**src/rtl/text_console_pkg.sv**
```systemverilog
// Shared constants and state encoding for the text console controller.
// Geometry defaults match a 1280x800 display drawn with 8x16 glyphs.
package text_console_pkg;

    localparam int COLS_DEF = 160;
    localparam int ROWS_DEF = 50;
    localparam int CELLS    = COLS_DEF * ROWS_DEF;

    localparam logic [7:0] SPACE   = 8'h20;
    localparam logic [7:0] CODE_CR = 8'h0D;
    localparam logic [7:0] CODE_LF = 8'h0A;
    localparam logic [7:0] CODE_BS = 8'h08;

    typedef enum logic [1:0] {
        ST_IDLE     = 2'd0,
        ST_PUT      = 2'd1,
        ST_CLR_LINE = 2'd2,
        ST_CLR_ALL  = 2'd3
    } state_e;

endpackage

```
**src/rtl/text_console_ctrl_if.sv**
```systemverilog
// Character stream, text RAM write port and cursor/scroll status of the console.
// The master side feeds characters and vblank; the slave side is the controller.
interface text_console_ctrl_if;

    logic        char_valid;
    logic [7:0]  char_data;
    logic        char_ready;
    logic        clear_req;
    logic        vblank;
    logic        wr_en;
    logic [12:0] wr_addr;
    logic [7:0]  wr_data;
    logic [5:0]  scroll_base;
    logic [7:0]  cursor_col;
    logic [5:0]  cursor_row;
    logic        busy;

    modport master (
        output char_valid, char_data, clear_req, vblank,
        input  char_ready, wr_en, wr_addr, wr_data,
        input  scroll_base, cursor_col, cursor_row, busy
    );

    modport slave (
        input  char_valid, char_data, clear_req, vblank,
        output char_ready, wr_en, wr_addr, wr_data,
        output scroll_base, cursor_col, cursor_row, busy
    );

endinterface

```
**src/rtl/text_addr_calc.sv**
```systemverilog
// Maps a logical screen row onto its physical text RAM row and cell address.
// The modulo is a single compare-and-subtract since both operands are below ROWS.
module text_addr_calc #(
    parameter int ROWS = 50
) (
    input  logic [5:0]  scroll_base,
    input  logic [5:0]  row,
    input  logic [7:0]  col,
    output logic [12:0] addr
);

    logic [6:0] row_sum;
    logic [5:0] phys_row;

    // Row stride of 160 cells is built as 128 + 32 to avoid a multiplier.
    always_comb begin
        row_sum = {1'b0, scroll_base} + {1'b0, row};
        if (row_sum >= 7'(ROWS)) begin
            phys_row = 6'(row_sum - 7'(ROWS));
        end else begin
            phys_row = row_sum[5:0];
        end
        addr = {phys_row, 7'b0} + {2'b0, phys_row, 5'b0} + {5'b0, col};
    end

endmodule

```
**src/rtl/text_console_ctrl.sv**
```systemverilog
// Turns an ASCII character stream into text RAM writes, handling cursor motion,
// hardware scrolling via scroll_base and full-screen clears inside vblank only.
module text_console_ctrl
    import text_console_pkg::*;
#(
    parameter int COLS = COLS_DEF,
    parameter int ROWS = ROWS_DEF
) (
    input  logic                clk,
    input  logic                reset,
    text_console_ctrl_if.slave  bus
);

    localparam int         NCELLS   = COLS * ROWS;
    localparam logic [1:0] IDLE     = ST_IDLE;
    localparam logic [1:0] PUT      = ST_PUT;
    localparam logic [1:0] CLR_LINE = ST_CLR_LINE;
    localparam logic [1:0] CLR_ALL  = ST_CLR_ALL;

    logic [1:0]  state;
    logic [7:0]  cursor_col;
    logic [5:0]  cursor_row;
    logic [5:0]  scroll_base;
    logic        clr_pending;
    logic [7:0]  clr_col;
    logic [12:0] wr_addr_q;
    logic [7:0]  wr_data_q;

    logic        char_ready;
    logic        accept;
    logic        printable;
    logic        last_col;
    logic        at_bottom;
    logic        newline;
    logic        use_cursor;
    logic [5:0]  sb_next;
    logic [5:0]  calc_row;
    logic [7:0]  calc_col;
    logic [12:0] calc_addr;

    // Row 0 of the current scroll_base is exactly the physical row that becomes
    // the new bottom line after a scroll, so newline requests steer the shared
    // address calculator there; printable characters use the live cursor.
    always_comb begin
        char_ready = reset && (state == IDLE) && !clr_pending && !bus.clear_req;
        accept     = bus.char_valid && char_ready;
        printable  = (bus.char_data >= 8'h20) && (bus.char_data <= 8'h7E);
        last_col   = (cursor_col == 8'(COLS - 1));
        at_bottom  = (cursor_row == 6'(ROWS - 1));
        sb_next    = (scroll_base == 6'(ROWS - 1)) ? 6'd0 : scroll_base + 6'd1;
        newline    = ((state == IDLE) && accept && (bus.char_data == CODE_LF)) ||
                     ((state == PUT) && bus.vblank && last_col);
        use_cursor = (state == IDLE) && (bus.char_data != CODE_LF);
        calc_row   = use_cursor ? cursor_row : 6'd0;
        calc_col   = use_cursor ? cursor_col : 8'd0;
    end

    text_addr_calc #(
        .ROWS (ROWS)
    ) u_addr_calc (
        .scroll_base (scroll_base),
        .row         (calc_row),
        .col         (calc_col),
        .addr        (calc_addr)
    );

    always_ff @(posedge clk) begin
        if (!reset) begin
            state       <= IDLE;
            cursor_col  <= '0;
            cursor_row  <= '0;
            scroll_base <= '0;
            clr_pending <= 1'b0;
            clr_col     <= '0;
            wr_addr_q   <= '0;
            wr_data_q   <= '0;
        end else begin
            if (bus.clear_req && (state != IDLE)) begin
                clr_pending <= 1'b1;
            end
            case (state)
                IDLE: begin
                    if (bus.clear_req || clr_pending) begin
                        state       <= CLR_ALL;
                        clr_pending <= 1'b0;
                        wr_addr_q   <= '0;
                        wr_data_q   <= SPACE;
                    end else if (accept) begin
                        if (printable) begin
                            state     <= PUT;
                            wr_addr_q <= calc_addr;
                            wr_data_q <= bus.char_data;
                        end else if (bus.char_data == CODE_CR) begin
                            cursor_col <= '0;
                        end else if ((bus.char_data == CODE_BS) && (cursor_col != 8'd0)) begin
                            cursor_col <= cursor_col - 8'd1;
                        end
                    end
                end
                PUT: begin
                    if (bus.vblank) begin
                        state      <= IDLE;
                        cursor_col <= last_col ? 8'd0 : cursor_col + 8'd1;
                    end
                end
                CLR_LINE: begin
                    if (bus.vblank) begin
                        if (clr_col == 8'(COLS - 1)) begin
                            state <= IDLE;
                        end else begin
                            clr_col   <= clr_col + 8'd1;
                            wr_addr_q <= wr_addr_q + 13'd1;
                        end
                    end
                end
                CLR_ALL: begin
                    if (bus.vblank) begin
                        if (wr_addr_q == 13'(NCELLS - 1)) begin
                            state       <= IDLE;
                            cursor_col  <= '0;
                            cursor_row  <= '0;
                            scroll_base <= '0;
                        end else begin
                            wr_addr_q <= wr_addr_q + 13'd1;
                        end
                    end
                end
                default: state <= IDLE;
            endcase
            if (newline) begin
                if (!at_bottom) begin
                    cursor_row <= cursor_row + 6'd1;
                    state      <= IDLE;
                end else begin
                    scroll_base <= sb_next;
                    clr_col     <= '0;
                    wr_addr_q   <= calc_addr;
                    wr_data_q   <= SPACE;
                    state       <= CLR_LINE;
                end
            end
        end
    end

    assign bus.char_ready  = char_ready;
    assign bus.wr_en       = reset && bus.vblank && (state != IDLE);
    assign bus.wr_addr     = wr_addr_q;
    assign bus.wr_data     = wr_data_q;
    assign bus.scroll_base = scroll_base;
    assign bus.cursor_col  = cursor_col;
    assign bus.cursor_row  = cursor_row;
    assign bus.busy        = (state != IDLE) || clr_pending;

endmodule
```
**src/flat_wrapper.sv**
```systemverilog
// flat-port wrapper written by rule: the top's interface ports become plain ports
module text_console_ctrl_flat import text_console_pkg::*;
#(
    parameter int COLS = COLS_DEF,
    parameter int ROWS = ROWS_DEF
)
  (clk, reset, bus_char_valid, bus_char_data, bus_clear_req, bus_vblank, bus_char_ready, bus_wr_en, bus_wr_addr, bus_wr_data, bus_scroll_base, bus_cursor_col, bus_cursor_row, bus_busy);
  text_console_ctrl_if bus_i ();
  input  logic clk;
  input  logic reset;
  input wire logic [$bits(bus_i.char_valid)-1:0] bus_char_valid;
  input wire logic [$bits(bus_i.char_data)-1:0] bus_char_data;
  input wire logic [$bits(bus_i.clear_req)-1:0] bus_clear_req;
  input wire logic [$bits(bus_i.vblank)-1:0] bus_vblank;
  output wire logic [$bits(bus_i.char_ready)-1:0] bus_char_ready;
  output wire logic [$bits(bus_i.wr_en)-1:0] bus_wr_en;
  output wire logic [$bits(bus_i.wr_addr)-1:0] bus_wr_addr;
  output wire logic [$bits(bus_i.wr_data)-1:0] bus_wr_data;
  output wire logic [$bits(bus_i.scroll_base)-1:0] bus_scroll_base;
  output wire logic [$bits(bus_i.cursor_col)-1:0] bus_cursor_col;
  output wire logic [$bits(bus_i.cursor_row)-1:0] bus_cursor_row;
  output wire logic [$bits(bus_i.busy)-1:0] bus_busy;
  assign bus_i.char_valid = bus_char_valid;
  assign bus_i.char_data = bus_char_data;
  assign bus_i.clear_req = bus_clear_req;
  assign bus_i.vblank = bus_vblank;
  assign bus_char_ready = bus_i.char_ready;
  assign bus_wr_en = bus_i.wr_en;
  assign bus_wr_addr = bus_i.wr_addr;
  assign bus_wr_data = bus_i.wr_data;
  assign bus_scroll_base = bus_i.scroll_base;
  assign bus_cursor_col = bus_i.cursor_col;
  assign bus_cursor_row = bus_i.cursor_row;
  assign bus_busy = bus_i.busy;
  text_console_ctrl #(.COLS(COLS), .ROWS(ROWS)) u_core (.clk(clk), .reset(reset), .bus(bus_i));
endmodule
```
**config.mk**
```make
export PLATFORM = sky130hd
export DESIGN_NAME = text_console_ctrl_flat
export DESIGN_NICKNAME = d
export VERILOG_FILES = /design/src/rtl/text_console_pkg.sv /design/src/rtl/text_console_ctrl_if.sv /design/src/rtl/text_addr_calc.sv /design/src/rtl/text_console_ctrl.sv /design/src/flat_wrapper.sv
export SDC_FILE = /design/constraint.sdc
export NUM_CORES = 1
export LEC_CHECK = 0
export ABC_CLOCK_PERIOD_IN_PS = 16900
export BUFFER_PORTS_ARGS = -buffer_cell sky130_fd_sc_hd__buf_2
export CAP_MARGIN = 20
export CORE_MARGIN = 3
export CORE_UTILIZATION = 45
export CTS_CLUSTER_SIZE = 20
export DETAILED_ROUTE_END_ITERATION = 8
export PLACE_DENSITY = 0.76
export SLEW_MARGIN = 20
export SYNTH_ARGS = -nofsm -noshare
export SYNTH_HDL_FRONTEND = slang
export SYNTH_SLANG_ARGS = --single-unit
```
**constraint.sdc**
```tcl
create_clock -name clk -period 16.9 [get_ports clk]
set_input_delay 2.535 -clock clk [delete_from_list [all_inputs] [get_ports clk]]
set_output_delay 2.535 -clock clk [all_outputs]
set_load 0.01 [all_outputs]
```
# == Yosys cells after proc, flatten, opt, wreduce, memory -nomap -nowiden ==
# Cells that the tools add are included.
# word_totals
romBits,0
memories,0
out_inout_bits,44
latchBits,0
wordCells,131
ramBits,0
register_bits,52
# classes
n_addsub,10
reduce_logical,25
order_cmp,3
shift,0
n_mux,59
n_bitwise,0
eq_ne,26
n_div,0
mul,0
# op_table
cell,n
$mux W8,21
$mux W13,9
$mux W6,13
$pmux W13 S3,1
$eq A8 B4 Y1 const B,3
$pmux W8 S3,1
$mux W2,10
$add A8 B1 Y8 const B,2
$eq A8 B8 Y1 const B,2
$logic_and A1 B1 Y1,14
$add A13 B1 Y13 const B,1
$add A13 B11 Y13,1
$add A13 B8 Y13,1
$eq A13 B13 Y1 const B,1
$add A6 B1 Y6 const B,2
$eq A6 B6 Y1 const B,2
$ne A3 B2 Y1 const B,3
$ge A8 B6 Y1 const B,1
$le A8 B7 Y1 const B,1
$ne A2 B2 Y1 const B,4
$ne A4 B2 Y1 const B,2
$ne A8 B4 Y1 const B,1
$pmux W2 S4,1
$reduce_and A8 Y1,1
17 further kinds,25

# == Logic depth before layout (Yosys ltp) ==
# Gate-level depths: netlist (run 1).
# depth
ltp_word,14
depth_mapped,23
depth_no_buf,23

# == By module ==
# From an unflattened synthesis (run 1), not the netlist that was laid out.
# unflattened
hier_cells,525
area_unflattened_um2,4227.8
# modules_own_cells
mod,area_per_inst_um2,instances,cells_each
text_console_ctrl,3425.8,1,432
text_addr_calc,802.0,1,93

# == Worst setup path before layout (run 1) ==
# Ideal clock, no wire load.
# synth_timing
path_kind,input-to-reg
start,input port bus_char_data[4]
end,"register u_core.wr_addr_q[12], in the netlist u_core.bus.wr_addr[12]"
setup_slack_ps,9387
arrival_time_ps,7433
setup_time_ps,79
required_time_ps,16821
path_buffers,0
cell_stages,22
cell_sequence,or4_4 > nor2_1 > nor2_1 > and2_1 > ha_1 > fa_1 > xnor2_1 > ha_1 > inv_1 > a311o_1 > a31oi_1 > mux2i_1 > inv_1 > fa_1 > fa_1 > nand2b_1 > a21oi_1 > o21ai_0 > nand2b_1 > nand4_1 > and3_1 > a211oi_2
# synth_via
elab_chain_len,14
elab_cells_between_ends,22
classes_between,add/sub (4); order compare (3); eq/ne (2); mux (9); reduce/logical (4)
# synth_rtl
element,line_no,text
start: declaration,flat_wrapper.sv:12,input wire logic [$bits(bus_i.char_data)-1:0] bus_char_data;
$ne A8 B4 Y1,text_console_ctrl.sv:53,use_cursor = (state == IDLE) && (bus.char_data != CODE_LF);
$logic_and A1 B1 Y1,text_console_ctrl.sv:53,
$mux W6,text_console_ctrl.sv:54,calc_row = use_cursor ? cursor_row : 6'd0;
$add A6 B6 Y7,text_addr_calc.sv:17,"row_sum = {1'b0, scroll_base} + {1'b0, row};"
$sub A6 B6 Y6 / $ge A7 B6 Y1 (equally long branches),"text_addr_calc.sv:19, text_addr_calc.sv:18",
$mux W6,text_addr_calc.sv:18,if (row_sum >= 7'(ROWS)) begin
$add A13 B11 Y13,text_addr_calc.sv:23,"addr = {phys_row, 7'b0} + {2'b0, phys_row, 5'b0} + {5'b0, col};"
$add A13 B8 Y13,text_addr_calc.sv:23,
$mux W13,text_console_ctrl.sv:89,if (printable) begin
$mux W13,text_console_ctrl.sv:88,end else if (accept) begin
$mux W13,text_console_ctrl.sv:83,if (bus.clear_req || clr_pending) begin
$pmux W13 S3,text_console_ctrl.sv:81,case (state)
$mux W13,text_console_ctrl.sv:131,if (!at_bottom) begin
$mux W13 (*),text_console_ctrl.sv:130,if (newline) begin
end signal: assignment,text_console_ctrl.sv:91,wr_addr_q <= calc_addr;
end signal: assignment,text_console_ctrl.sv:124,wr_addr_q <= wr_addr_q + 13'd1;
end signal: assignment,text_console_ctrl.sv:137,wr_addr_q <= calc_addr;
end: declaration,text_console_ctrl.sv:26,logic [12:0] wr_addr_q;
# Every way passes the cells marked *; elsewhere a longest branch is shown, timed or not.
# A chain may end at the register's enable or synchronous reset.

# == Final worst setup path (run 1) ==
# Same ends and word-level chain as after synthesis.

==> results of run 1 <==
## power by group through the flow
stage	logic (uW)	clock network (uW)	registers (uW)
global route	68.5	78.7	137
finish	62.8	72.1	136
global placement	60.6	0	138
CTS	61.6	74.6	135
detailed placement	61.3	0	138
floorplan	47.7	0	134
## cells in the mapped netlist, drive strengths merged, types with 6 or more instances
cell type / instances
nor3: 15
nor2: 51
ha: 27
xor2: 9
xnor2: 7
clkbuf: 14
inv: 24
dfxtp: 52
nand2: 46
nand4: 13
and3: 10
nand3: 26
o22ai: 6
nand2b: 6
o31ai: 8
or2: 6
a22oi: 10
and2: 12
o21ai: 29
a21oi: 26
## cell type report
type / instances / area (sq um) / share of cell area [%]
Clock buffer: 6 / 72.6 / 1.70
Clock inverter: 2 / 16.3 / 0.380
Inverter: 24 / 90.1 / 2.11
Multi-Input combinational cell: 395 / 2640 / 61.7
Sequential cell: 52 / 1040 / 24.3
Tap cell: 105 / 131 / 3.07
Timing Repair Buffer: 57 / 288 / 6.73
## metrics by stage
stage / hold slack [ns] / cells / setup WS [ns] / cell area [sq um] / utilization (%)
global placement: 0.464 / 633 / 8.97 / 4190 / 50.7
floorplan: 0.453 / 488 / 9.39 / 3850 / -
CTS: 0.495 / 641 / 9.01 / 4280 / 51.8
detailed placement: 0.476 / 633 / 8.71 / 4190 / 50.7
finish: 0.490 / 641 / 8.99 / 4280 / 51.8
global route: 0.524 / 641 / 8.49 / 4280 / 51.8
## critical path: stages
cell      delay, ns
buf_2          0.11
or4_4          0.57
nor2_1         0.20
nor2_1         0.13
and2_1         0.18
ha_1           0.21
fa_1           0.41
xnor2_1        0.31
ha_1           0.27
inv_1          0.07
a311o_1        0.27
a31oi_1        0.35
mux2i_1        0.29
inv_1          0.10
fa_1           0.52
fa_1           0.48
nand2b_1       0.18
a21oi_1        0.18
o21ai_0        0.11
nand2b_1       0.15
nand4_1        0.10
and3_1         0.21
a211oi_2       0.18
## registers in the layout (all words and copies together), names as in the netlist
| register | count |
|---|---|
| u_core.bus.cursor_col | 8 |
| u_core.bus.cursor_row | 6 |
| u_core.bus.scroll_base | 6 |
| u_core.bus.wr_addr | 13 |
| u_core.bus.wr_data | 8 |
| u_core.clr_col | 8 |
| u_core.clr_pending | 1 |
| u_core.state | 2 |
## kinds of logic after synthesis
kind of cell             after synthesis  synth area share, %
adder cells (fa/ha/maj)               30                 10.3
flip-flops                            52                 27.1
XOR/XNOR                              16                 3.64
buffers and inverters                 41                 4.33
AO/OA/AOI/OAI                        127                 23.1
AND/OR/NAND/NOR                      217                 30.2
multiplexers                           5                 1.37
## routing by layer
metal / track usage (%) / up-vias
li1: - / 1897
met1: 29.0 / 1828
met2: 34.4 / 178
met3: 2.97 / 26
met4: 6.83 / 0
met5: 0 / -
## worst max-delay path by stage
stage | startpoint | end | depth (start not counted)
2_1_floorplan | bus_char_data[4] | u_core.bus.wr_addr[12] | 22
4_1_cts | bus_char_data[4] | u_core.bus.wr_addr[12] | 23
6_report | bus_char_data[4] | u_core.bus.wr_addr[12] | 23
5_1_grt | bus_char_data[4] | u_core.bus.wr_addr[12] | 23
3_5_place_dp | bus_char_data[4] | u_core.bus.wr_addr[12] | 23
3_3_place_gp | bus_char_data[4] | u_core.bus.wr_addr[12] | 23
==> impl_metrics.yaml, run 1 <==
sta:
  slew_violations: 0
  setup_viol: 0
  fmax_mhz: 126
  finalSetupTns_ns: 0
  skew_ns: 0.0110
  layout_min_cycle_time_ns: 7.91
  hold_violations: 0
  worstMarginPinSlew_ns: 0.867
  min_period_over_period_pct: 46.8
  slew_headroom_pct: 41.8
  rsz0062_at_grt: "no"
power_and_ir_drop:
  cell_internal_pwr_uw: 180
  switchingPower_uw: 90.4
  p_sw_share_pct: 33.4
  powerDensity_nw_per_um2: 63.2
  combPwrFrac_pct: 23.2
  p_seq_share_pct: 50.1
  power_uw: 271
  p_leak_uw: 0.00181
  vdd_drop_max_mv: 0.0340
  power_frac_clock_pct: 26.6
synthesis:
  synth_ff_type: "dfxtp_1"
  synth_fp_nets: 531
  ys_ff_latch: 52
  synth_top_area_share_pct: 27.1
  syn-cell-area_sq_um: 3850
  netlist_instances: 488
  synth_area_leader_cell: "dfxtp_1"
  ys_warn_count: 0
  synth_edf_count: 0
  post_synth.cell_area_avg_sq_um: 7.88
  async_flop_share_pct: 0
  synth_cell_types: 75
  synth_area_leaders: "dfxtp_1, ha_1, nor2_1, nand2_1, a21oi_1"
  seq_area_frac_synth_pct: 27.1
floorplanning:
  num_rows: 33
  die_area_sq_um: 9690
  coreArea_sq_um: 8260
  die_h_um: 98.5
  start_util_pct: 46.6
  die_w_um: 98.5
  io_pins: 57
layout:
  layout_commonest_cell: "buf_2"
  nets: 578
  diodes: 0
  fillerInstances: 776
  syn_to_final_growth_pct: 11.2
  drive_above_1_share_pct: 15.3
  final_cell_mix: "buf_2, dfxtp_1, nor2_1"
clock_tree:
  insertion_delay_ns: 0.31
  cts_resized: 0
  clk_pin_slew_ns: 0.10
  root_buffer: "clkbuf_8"
  cts_buffer_depth: 2
  hold_buffers: 0
  htree_levels: 2
  cts_inserted_buffers: 5
  post_cts.repair.setup_buffers: 0
  cts_tree: "done"
  cts.sinks: 52
hold_path:
  holdCritPathClass: "reg -> reg"
  holdPathStages: 1
  hp-start: "u_core.bus.wr_data[7]"
  hold_end: "u_core.bus.wr_data[7]"
place:
  port_buffers: 56
  dpl.hpwl_mm: 7.91
  place_congestion: 0.967
critical_path:
  reg2reg_depth: 21
  r2r_slack_ns: 11.14
  end_kind: "flip-flop"
  critPathKind: "in -> reg"
  worstPathArrival_ns: 8.14
  crit_required_ns: 17.12
  cp_max_fo: 8
  reg2reg_from: "u_core.state[1]"
  critPathLaunchType: "input pin"
  reg2reg_to: "u_core.bus.wr_addr[12]"
detailed_routing:
  wl_met1_mm: 4.72
  detail-route-antenna-nets: 0
  avgRoutedWirePerCell_um: 16.4
  dr_wl_met2_mm: 4.84
  routed_wl_mm: 10.5
  firstDrtPassIters: 5
  wl_met3_um: 678
  drtIter0Drc: 469
  vias: 3929
  highest_layer: "met4"
  avgViaCountPerCell: 6.13
  post-route-drc-count: 0
global_route:
  grt_usage_pct: 21.2
  antenna_found_initial: 0
  grt_max_degree: 24
  grt_pass1_wl_mm: 17.3
  grt_pass1_vias: 3610
  grt_overflow: 0
outcome:
  status: "finished clean"
flow_run:
  drv_cap: 0
Power figures use the tool's default switching activity.
==> run 2: changes to the inputs <==
- ABC_CLOCK_PERIOD_IN_PS: 16900 -> 7600
- clock period: 16.9 -> 7.6 ns (I/O delays scaled with it)
==> run 2 against run 1 <==
- die area did not move
- clock skew barely moved
- sequential power increased by 120%
- flip-flop and latch count unchanged
- worst hold slack improved by 0.0064 ns
- largest power group unchanged
==> impl_metrics.yaml, run 2 (same netlist as run 1, synthesis figures left out) <==
outcome:
  status: "finished clean"
sta:
  layout_min_cycle_time_ns: 6.58
  rsz0062_at_grt: "no"
  min_period_over_period_pct: 86.6
  fmax_mhz: 152
  finalSetupTns_ns: 0
  slew_violations: 0
  setup_viol: 0
  skew_ns: 0.0106
  worstMarginPinSlew_ns: 0.885
  hold_violations: 0
  slew_headroom_pct: 40.6
clock_tree:
  cts_resized: 0
  cts_buffer_depth: 2
  hold_buffers: 0
  root_buffer: "clkbuf_8"
  cts.sinks: 52
  insertion_delay_ns: 0.31
  htree_levels: 2
  post_cts.repair.setup_buffers: 0
  cts_tree: "done"
  clk_pin_slew_ns: 0.10
  cts_inserted_buffers: 5
critical_path:
  reg2reg_from: "u_core.state[1]"
  critPathLaunchType: "input pin"
  reg2reg_depth: 21
  crit_required_ns: 7.82
  cp_max_fo: 8
  end_kind: "flip-flop"
  r2r_slack_ns: 1.75
  worstPathArrival_ns: 6.80
  reg2reg_to: "u_core.bus.wr_addr[12]"
  critPathKind: "in -> reg"
global_route:
  antenna_found_initial: 0
  grt_usage_pct: 21.6
  grt_max_degree: 24
  grt_overflow: 0
  grt_pass1_wl_mm: 17.5
  grt_pass1_vias: 3633
flow_run:
  drv_cap: 0
layout:
  drive_above_1_share_pct: 15.5
  syn_to_final_growth_pct: 11.3
  fillerInstances: 783
  diodes: 0
  layout_commonest_cell: "buf_2"
  final_cell_mix: "buf_2, dfxtp_1, nor2_1"
  nets: 578
  largest_reg_flops: 13
  final_design_area_no_fill_sq_um: 4280
detailed_routing:
  routed_wl_mm: 10.7
  post-route-drc-count: 0
  vias: 3935
  drtIter0Drc: 414
  avgRoutedWirePerCell_um: 16.6
  avgViaCountPerCell: 6.14
  detail-route-antenna-nets: 0
  firstDrtPassIters: 6
power_and_ir_drop:
  p_leak_uw: 0.00181
  switchingPower_uw: 205
  p_seq_share_pct: 49.8
  vdd_drop_max_mv: 0.0728
  cell_internal_pwr_uw: 400
  p_sw_share_pct: 33.9
  powerDensity_nw_per_um2: 142
  power_frac_clock_pct: 27.1
  combPwrFrac_pct: 23.1
hold_path:
  holdCritPathClass: "reg -> reg"
  hold_end: "u_core.bus.wr_data[7]"
  holdPathStages: 1
  hp-start: "u_core.bus.wr_data[7]"
floorplanning:
  die_area_sq_um: 9690
  io_pins: 57
  num_rows: 33
  start_util_pct: 46.6
  coreArea_sq_um: 8260
  die_w_um: 98.5
  die_h_um: 98.5
place:
  dpl_cell_area_sq_um: 4190
  dpl.hpwl_mm: 8.03
  place_congestion: 0.967
  port_buffers: 56
run 2: changes by cell type in the layout (fill, tap and decap cells not counted), sizes merged:
cell	delta
clkbuf	-1
inv	+1
run 2: layout make-up:
class / count / area, sq um / share of cell area (%)
clock inverters: 3 / 21.3 / 0.497
repair buffers: 57 / 288 / 6.73
well taps: 105 / 131 / 3.07
clock buffers: 5 / 68.8 / 1.61
inverters: 24 / 90.1 / 2.11
multi-input cells: 395 / 2640 / 61.7
flip-flops and latches: 52 / 1040 / 24.3
run 2: worst max path at each step:
stage                           from                      to  slack, ns
global placement    bus_char_data[4]  u_core.bus.wr_addr[12]       1.06
floorplan           bus_char_data[4]  u_core.bus.wr_addr[12]       1.48
CTS                 bus_char_data[4]  u_core.bus.wr_addr[12]       1.04
finish              bus_char_data[4]  u_core.bus.wr_addr[12]       1.02
global route        bus_char_data[4]  u_core.bus.wr_addr[12]       0.68
detailed placement  bus_char_data[4]  u_core.bus.wr_addr[12]       0.73
run 2: per-stage QoR:
stage	hold slack (ns)	utilization, %	setup WS [ns]	power, uW	instances
after detailed placement	0.483	50.7	0.728	444	633
after floorplan	0.453	-	1.48	404	488
after global placement	0.464	50.7	1.06	442	633
after global routing	0.528	51.8	0.679	637	641
final	0.496	51.8	1.02	606	641
after CTS	0.499	51.8	1.04	608	641
run 2: routing by layer:
| layer | vias up | part of all wire (%) | global-route usage, % |
|---|---|---|---|
| met5 | - | 0 | 0 |
| met4 | 0 | 2.6 | 8.19 |
| met3 | 24 | 6.6 | 2.83 |
| met2 | 167 | 47 | 34.6 |
| met1 | 1842 | 44 | 29.5 |
| li1 | 1902 | - | - |
run 2: critical path, cell delays in order:
cell and delay (ns):
buf_2 0.11, or4_4 0.57, nor2_1 0.19, nor2_1 0.13
and2_1 0.18, ha_1 0.21, fa_1 0.41, xnor2_1 0.35
ha_1 0.28, inv_1 0.06, a311o_1 0.26, a31oi_1 0.36
mux2i_1 0.30, inv_1 0.10, fa_1 0.52, fa_1 0.48
nand2b_1 0.18, a21oi_1 0.19, o21ai_0 0.12, nand2b_1 0.15
nand4_1 0.10, and3_1 0.21, a211oi_2 0.18
run 2: power groups by stage:
stage / Sequential, uW / Clock (uW) / Combinational [uW]
floorplan: 298 / 0 / 106
global placement: 307 / 0 / 135
CTS: 301 / 169 / 138
global route: 304 / 180 / 153
detailed placement: 307 / 0 / 137
finish: 302 / 164 / 140
==> run 3: changes to the inputs <==
- CORE_MARGIN: 3 -> 4
==> run 3 against run 2 <==
- clock-buffer cell count is 1 higher
- total power increased by 5.4%
- first-iteration DRC count decreased by 15%
- core utilization up 0.26 points
- via count increased by 0.53%
- clock power increased by 21%
- cell count unchanged
- combinational power hardly changed
- sequential share of layout area is 0.12 points lower
- routed wire length is 0.28% higher
- highest routed layer unchanged
- critical path depth is the same
- largest power group unchanged
==> impl_metrics.yaml, run 3 (same netlist as run 1, synthesis figures left out) <==
outcome:
  status: "finished clean"
detailed_routing:
  wl_met1_mm: 4.74
  avgRoutedWirePerCell_um: 16.7
  vias: 3956
  dr_wl_met2_mm: 5.06
  routed_wl_mm: 10.7
  wl_met3_um: 672
  detail-route-antenna-nets: 0
  firstDrtPassIters: 5
  post-route-drc-count: 0
  highest_layer: "met4"
  avgViaCountPerCell: 6.17
  drtIter0Drc: 350
layout:
  drive_above_1_share_pct: 15.3
  seqCellArea_sq_um: 1040
  final_cell_mix: "buf_2, dfxtp_1, nor2_1"
  multi_input_area_sq_um: 2640
  syn_to_final_growth_pct: 11.8
  fin_cells: 641
  fillerInstances: 815
  layout_commonest_cell: "buf_2"
  largest_reg_flops: 13
  diodes: 0
  nets: 578
clock_tree:
  post_cts.repair.setup_buffers: 0
  htree_levels: 2
  cts_tree: "done"
  clk_pin_slew_ns: 0.10
  cts_buffer_depth: 2
  hold_buffers: 0
  cts_inserted_buffers: 5
  insertion_delay_ns: 0.31
  cts_resized: 0
  cts.sinks: 52
  root_buffer: "clkbuf_8"
sta:
  min_period_over_period_pct: 84.7
  skew_ns: 0.00570
  slew_headroom_pct: 39.9
  worstMarginPinSlew_ns: 0.894
  layout_min_cycle_time_ns: 6.44
  fmax_mhz: 155
  finalSetupTns_ns: 0
  rsz0062_at_grt: "no"
  slew_violations: 0
  hold_violations: 0
  setup_viol: 0
floorplanning:
  die_area_sq_um: 10100
  start_util_pct: 46.6
  io_pins: 57
  coreArea_sq_um: 8260
  num_rows: 33
  die_h_um: 100
  die_w_um: 100
power_and_ir_drop:
  vdd_drop_max_mv: 0.0784
  p_seq_share_pct: 47.3
  powerDensity_nw_per_um2: 149
  combPwrFrac_pct: 21.8
  p_leak_uw: 0.00182
  p_sw_share_pct: 32.0
  switchingPower_uw: 204
  power_frac_clock_pct: 30.9
  cell_internal_pwr_uw: 434
critical_path:
  path_buf_inv: 3
  crit_family: "adder cells"
  cp_slowest_stage_delay_ns: 0.57
  worstPathArrival_ns: 6.67
  crit_top_cell: "fa_1"
  end_kind: "flip-flop"
  cp_slowest_cell: "or4_4"
  critPathKind: "in -> reg"
  reg2reg_from: "u_core.state[1]"
  critPathLaunchType: "input pin"
  crit_required_ns: 7.83
  crit_path_cell_trace: "buf_2, or4_4, nor2_1, nor2_1, and2_1, ha_1, fa_1, xnor2_1, ha_1, inv_1, a311o_1, a31oi_1, mux2i_1, inv_1, fa_1, fa_1, nand2b_1, a21oi_1, o21ai_0, nand2b_1, nand4_1, and3_1, a211oi_2"
  cp_max_fo: 8
  critPathLaunch: "bus_char_data[4]"
global_route:
  grt_max_degree: 24
  grt_overflow: 0
  grt_pass1_vias: 3628
  grt_pass1_wl_mm: 17.6
  antenna_found_initial: 0
  grt_usage_pct: 21.2
hold_path:
  holdCritPathClass: "reg -> reg"
  hp-start: "u_core.bus.wr_data[7]"
place:
  place_congestion: 0.936
  dp_cells: 633
  dpl.hpwl_mm: 8.10
  port_buffers: 56
flow_run:
  drv_cap: 0
[run 3: cell types whose count changed in the layout (fill, tap and decap cells not counted)]
cell | previous run | this run
bufinv_16 | 0 | 1
clkbuf_1 | 0 | 1
clkinv_2 | 1 | 0
clkinvlp_4 | 1 | 0
[run 3: metrics by stage]
stage / worst slack [ns] / instance area [sq um] / utilization, % / hold WS (ns) / power [uW]
6_report: 1.16 / 4300 / 52.1 / 0.481 / 639
4_1_cts: 1.16 / 4300 / 52.1 / 0.486 / 638
5_1_grt: 0.699 / 4300 / 52.1 / 0.508 / 668
3_5_place_dp: 0.864 / 4190 / 50.7 / 0.462 / 444
2_1_floorplan: 1.48 / 3850 / - / 0.453 / 404
3_3_place_gp: 1.05 / 4190 / 50.7 / 0.464 / 442
[run 3: final cells by class]
cell class	instances	share of cell area (%)
inverter	24	2.09
tap	105	3.05
sequential	52	24.2
clock inverter	2	0.902
timing repair buffer	57	6.69
multi-input combinational	395	61.4
clock buffer	6	1.69
[run 3: worst reg2reg max path, stage by stage (launching register included)]
cell      delay [ns]
dfxtp_1         0.76
or2_2           0.26
nor2_1          0.11
and2_1          0.19
ha_1            0.22
fa_1            0.41
xnor2_1         0.34
ha_1            0.29
inv_1           0.06
a311o_1         0.28
a31oi_1         0.35
mux2i_1         0.29
inv_1           0.08
fa_1            0.51
fa_1            0.46
nand2b_1        0.18
a21oi_1         0.16
o21ai_0         0.09
nand2b_1        0.13
nand4_1         0.10
and3_1          0.21
a211oi_2        0.17
[run 3: worst paths after layout]
kind	end	slack (ns)	cells after the start
max	u_core.bus.wr_addr[12]	1.16	23
min	u_core.bus.wr_data[7]	0.48	1
max reg2reg	u_core.bus.wr_addr[12]	1.86	21
min reg2reg	u_core.bus.wr_data[7]	0.48	1
[run 3: routing by layer]
| layer | GRT usage [%] | vias up |
|---|---|---|
| met5 | 0 | - |
| met4 | 7.25 | 0 |
| met3 | 2.42 | 19 |
| met2 | 34.3 | 163 |
| met1 | 29.3 | 1876 |
| li1 | - | 1898 |
[run 3: power by group through the flow]
| stage | combinational, uW | clock (uW) | sequential [uW] |
|---|---|---|---|
| after floorplan | 106 | 0 | 298 |
| after global placement | 135 | 0 | 308 |
| after detailed placement | 137 | 0 | 308 |
| after CTS | 137 | 200 | 301 |
| after global routing | 153 | 211 | 304 |
| final | 139 | 198 | 302 |
